==> src/rtl/delay_line.sv <==
// Enable-gated WIDTH x DEPTH register pipeline with per-stage valid bits,
// a clamped combinational output tap, synchronous clear and a fill indicator.
`timescale 1ns/1ps
module delay_line #(
    parameter int unsigned WIDTH = 8,
    parameter int unsigned DEPTH = 4,
    parameter int unsigned TAPW  = (DEPTH > 1) ? $clog2(DEPTH) : 1
) (
    input  logic             CLK,
    input  logic             n_res,
    input  logic             en,
    input  logic             clr,
    input  logic [WIDTH-1:0] D,
    input  logic             in_valid,
    input  logic [TAPW-1:0]  tap_sel,
    output logic [WIDTH-1:0] Q,
    output logic             out_valid,
    output logic             primed
);

    localparam logic [TAPW:0] FillMax = (TAPW + 1)'(DEPTH);
    localparam logic [TAPW:0] LastIdx = (TAPW + 1)'(DEPTH - 1);

    logic [WIDTH-1:0] r_stage [DEPTH];
    logic [DEPTH-1:0] r_valid;
    logic [TAPW:0]    r_fcnt;

    logic [TAPW:0]    w_sel;
    logic [WIDTH-1:0] w_q;
    logic             w_v;

    always_ff @(posedge CLK or negedge n_res) begin
        if (!n_res) begin
            for (int i = 0; i < DEPTH; i++) begin
                r_stage[i] <= '0;
            end
            r_valid <= '0;
            r_fcnt  <= '0;
        end else if (clr) begin
            for (int i = 0; i < DEPTH; i++) begin
                r_stage[i] <= '0;
            end
            r_valid <= '0;
            r_fcnt  <= '0;
        end else if (en) begin
            r_stage[0] <= D;
            r_valid[0] <= in_valid;
            for (int i = 1; i < DEPTH; i++) begin
                r_stage[i] <= r_stage[i-1];
                r_valid[i] <= r_valid[i-1];
            end
            // Saturate so primed never drops until reset or clear.
            if (r_fcnt != FillMax) begin
                r_fcnt <= r_fcnt + 1'b1;
            end
        end
    end

    // Out-of-range taps clamp to the last stage so Q is never X.
    always_comb begin
        w_sel = {1'b0, tap_sel};
        if (w_sel > LastIdx) begin
            w_sel = LastIdx;
        end
    end

    always_comb begin
        w_q = '0;
        w_v = 1'b0;
        for (int i = 0; i < DEPTH; i++) begin
            if (w_sel == (TAPW + 1)'(i)) begin
                w_q = r_stage[i];
                w_v = r_valid[i];
            end
        end
    end

    assign Q         = w_q;
    assign out_valid = w_v;
    assign primed    = (r_fcnt == FillMax);

endmodule
==> config.mk <==
export PLATFORM = sky130hd
export DESIGN_NAME = delay_line
export DESIGN_NICKNAME = d
export VERILOG_FILES = /design/src/rtl/delay_line.sv
export SDC_FILE = /design/constraint.sdc
export NUM_CORES = 1
export LEC_CHECK = 0
export CAP_MARGIN = 20
export CORE_ASPECT_RATIO = 1.25
export CORE_MARGIN = 5
export CORE_UTILIZATION = 56
export CTS_BUF_LIST = sky130_fd_sc_hd__clkbuf_4
export CTS_CLUSTER_SIZE = 28
export DETAILED_ROUTE_END_ITERATION = 10
export MAX_ROUTING_LAYER = met4
export PLACE_DENSITY = 0.8
export REMOVE_ABC_BUFFERS = 1
export SYNTH_ARGS = -nofsm -noshare
export SYNTH_HDL_FRONTEND = slang
export SYNTH_SLANG_ARGS = --single-unit
==> constraint.sdc <==
create_clock -name CLK -period 1.65 [get_ports CLK]
set_input_delay 0.165 -clock CLK [delete_from_list [all_inputs] [get_ports CLK]]
set_output_delay 0.165 -clock CLK [all_outputs]
set_load 0.05 [all_outputs]
# --- Yosys cells after proc, flatten, opt, wreduce, memory -nomap -nowiden ---
# Index checks and enable logic that the tools add are counted.
word_totals:
  out_inout_bits: 10
  reg_bits: 39
  input_bits: 15
  wordCells: 31
op_classes:
  addsub: 1
  reduce_logical: 4
  muxes: 15
  n_eq_ne: 5
ops:
  columns: ["op", "n"]
  rows:
  - ["$mux 32", 2]
  - ["$mux 8", 4]
  - ["$mux 3", 3]
  - ["$mux 4", 2]
  - ["$eq 2x2->1 const B", 2]
  - ["$mux 1", 4]
  - ["$reduce_bool 2->1", 2]
  - ["$add 3x1->3 const B", 1]
  - ["$eq 3x3->1 const B", 1]
  - ["$logic_not 3->1", 1]
  - ["$ne 3x3->1 const B", 1]
  - ["$eq 2x1->1 const B", 1]
  - ["$reduce_and 2->1", 1]

# --- Longest topological paths before layout ---
depth:
  word_depth: 5
  depth_mapped: 4
  ltp_nobuf: 4

# --- Worst setup path after synthesis ---
# No wires, ideal clock.
synth_timing:
  path_kind: "flip-flop to flip-flop"
  from: "reg r_fcnt[0]"
  to: "reg r_fcnt[0]"
  stages_incl_launch_ff: 5
  slack_ns: 0.422
  n_path_buf: 0
  setup_ns: 0.128
  t_arrival_ns: 1.101
  path_cell_list: "dfrtp_1 inv_1 ha_1 a21boi_2 mux2_1"
synth_between:
  elab_chain_len: 4
synth_lines:
  columns: ["element", "line", "source"]
  rows:
  - ["start, declared", "26", "logic [TAPW:0] r_fcnt;"]
  - ["start signal, assigned", "54", "r_fcnt <= r_fcnt + 1'b1;"]
  - ["$add 3x1->3", "54", null]
  - ["$mux 3", "53", "if (r_fcnt != FillMax) begin"]
  - ["$mux 3", "45", "end else if (en) begin"]
  - ["$mux 3", "39", "end else if (clr) begin"]
# Parallel ways exist; a longest one is shown, timed or not. The select of a mux whose other input is x is not followed.
# A chain may end at the register's enable or synchronous reset.

# --- Final worst setup path ---
layout_timing:
  from: "reg r_valid[1]"
  to: "out out_valid"
layout_between:
  elab_chain_len: 3
layout_lines:
  columns: ["element", "line", "source"]
  rows:
  - ["start, declared", "25", "logic [DEPTH-1:0] r_valid;"]
  - ["start signal, assigned by index", "50", "r_valid[i] <= r_valid[i-1];"]
  - ["$mux 1 (3 in series)", "71", "if (w_sel == (TAPW + 1)'(i)) begin"]
  - ["end, declared", "17", "output logic out_valid,"]
# No other way between the ends.

==> impl_metrics.tcl <==
set metrics [dict create \
    status "finished clean" \
    powerDensity_nw_per_um2 836 \
    initial_core_util_pct 58.6 \
    num_io_pins 25 \
    critPathLaunchType "register" \
    critPathMaxFanout 3 \
    grt_pass1_vias 1309 \
    clkTransAtPathRegs_ns 0.12 \
    drt-pass1-iter-count 4 \
    numClockSinks 39 \
    viasPerCell 5.68 \
    port_buffers 24 \
    synth_seq_cells 39 \
    clockBufferDepth 2 \
    report.power.total_w 0.00192 \
    wl_per_cell_um 17.2 \
    drc 0 \
    die_y_um 74.9 \
    drive_gt1_share_pct 21.9 \
    syn_to_final_growth_pct 21.5 \
    p_leak_nw 1.15 \
    cap_violations 0 \
    ant_nets 0 \
    r2r_end "r_fcnt[0]$_DFFE_PN0P_" \
    placed_cells 203 \
    endpoint_kind "output pin" \
    rows 23 \
    placed_cell_area_um2 2130 \
    fin_area_um2 2300 \
    place_congestion 0.684 \
    yosysSeqAreaShare_pct 51.7 \
    r2r-start "r_fcnt[0]$_DFFE_PN0P_" \
    drv_slew 0 \
    cts_root_buf "clkbuf_4" \
    globalRouteOverflowTotal 0 \
    rsz0062_at_grt "false" \
    synth_cell_type_count 18 \
    crit_end "out_valid" \
    numCtsBuffers 5 \
    whs_ns 0.212 \
    grt_pass1_wl_mm 6.31 \
    cp-startpoint "r_valid[1]$_DFFE_PN0P_" \
    hold_path_class "in2reg" \
    clock.fmax_mhz 628 \
    fin_skew_ns 0.00752 \
    dieArea_um2 4640 \
    antenna_found_initial 0 \
    ir_worst_vdd_v 0.000784 \
    nets 194 \
    hold_depth 3 \
    antenna_cells 0 \
    max-slew-margin-rel_pct 68.7 \
    timing.final.hold_violations 0 \
    critical_path_class "reg2out" \
    wirelength_mm 3.69 \
    dieWidth_um 62.0 \
    synth_area_um2 1890 \
    cts_max_level 2 \
    fin_cells 215 \
    reg2reg_slack_ns 0.31 \
    period_minus_slack_ns 1.59 \
    drt_iter0_markers 30 \
    worst_slew_pin_slew_ns 0.470 \
    grt_use_total_pct 19.9 \
    vias 1222 \
    core_um2 3220 \
    fin_util_pct 71.2 \
    ys_warn_count 0 \
    setup_viol 0 \
    period_share_pct 96.6 \
    tritoncts "built" \
    cp_data_required_time_ns 1.48 \
    cp.arrival_ns 1.43 \
    reg2reg_depth 4 \
    hpwlAfterDp_mm 2.55 \
    avgSynthCellArea_um2 13.0 \
    netlist_instances 145 \
    insertion_delay_ns 0.35 \
    grt_max_degree 26 \
]
layer usage:
metal	vias to the layer above	GRT usage, %	part of all wire (%)	wire length (µm)
li1	567	-	-	-
met1	626	23.8	41	1500
met2	24	31.5	54	1990
met3	5	5.32	3.6	131
met4	0	8.02	1.9	69
met5	-	-	0	0
critical path: stages (launching register included):
cell	delay (ns)
dfrtp_1	0.41
mux4_2	0.49
buf_6	0.17
cells in the final DEF (no fill, tap or decap), drive strengths merged, types with 2 or more instances in the layout:
cell           Yosys  layout
nor2              37      37
mux4               9       9
clkbuf             0       5
clkinv             0       2
ha                 2       2
mux2i             37      37
nand2b             2       2
dfrtp             39      39
inv                2       2
clkdlybuf4s50      0      11
buf               10      21
cells by family (layout without fill, tap and decap cells):
group,Yosys count,count (layout),share of synthesized area [%]
simple gates,43,43,9.47
mux,47,47,30.9
compound gates,2,2,0.861
fa+ha+maj,2,2,1.32
buf+inv,12,45,5.76
flops,39,39,51.7
per-stage QoR:
step           setup TNS (ns)  worst slack, ns
3_5_place_dp           -0.417          -0.0688
2_1_floorplan               0            0.422
4_1_cts                     0           0.0176
6_report                    0           0.0568
5_1_grt                     0           0.0117
3_3_place_gp           -0.375          -0.0501
final cells by class:
cell class	instances	area (µm²)
Inverter	2	7.51
Clock inverter	3	38.8
Clock buffer	5	37.5
Timing Repair Buffer	35	385
Tap cell	37	46.3
Multi-Input combinational cell	94	805
Sequential cell	39	976
Fill cell	244	927
what timing repair did:
action,4_1_cts,5_1_grt
resized for setup,8,2
setup endpoints to repair,8,2
cloned,1,0
hold buffers,1,0
buffers inserted,1,1
endpoints found under the hold margin,19,0
synth_stat cells:
cell type,instances,area share (%)
a21oi_1,1,0.26
nor2b_1,1,0.33
mux4_2,9,11
and4b_1,1,0.53
a21boi_2,1,0.60
ha_1,2,1.3
buf_6,3,1.8
mux2i_1,37,20
mux2_1,1,0.60
inv_1,2,0.40
buf_4,1,0.40
buf_12,2,2.1
and2_1,1,0.33
nor2_1,37,7.4
buf_2,4,1.1
nand2b_1,2,0.66
dfrtp_1,39,52
nor3_1,1,0.26
report_power, final:
group          internal (W)  total, W  switching, W
combinational      0.000140  0.000286      0.000146
clock              0.000312  0.000624      0.000313
sequential         0.000985   0.00101     0.0000237
worst min path at each step:
stage	start	to	slack (ns)
floorplan	n_res	r_fcnt[0]$_DFFE_PN0P_	-0.13
global placement	n_res	r_fcnt[2]$_DFFE_PN0P_	0.14
detailed placement	n_res	r_fcnt[2]$_DFFE_PN0P_	0.14
CTS	en	r_stage[28]$_DFFE_PN0P_	0.20
global route	en	r_stage[28]$_DFFE_PN0P_	0.22
finish	en	r_stage[28]$_DFFE_PN0P_	0.21
state kept, by name (all words and copies together), names as in the netlist:
register  flops
r_fcnt        3
r_stage      32
r_valid       4
(Power assumes the default switching activity.)
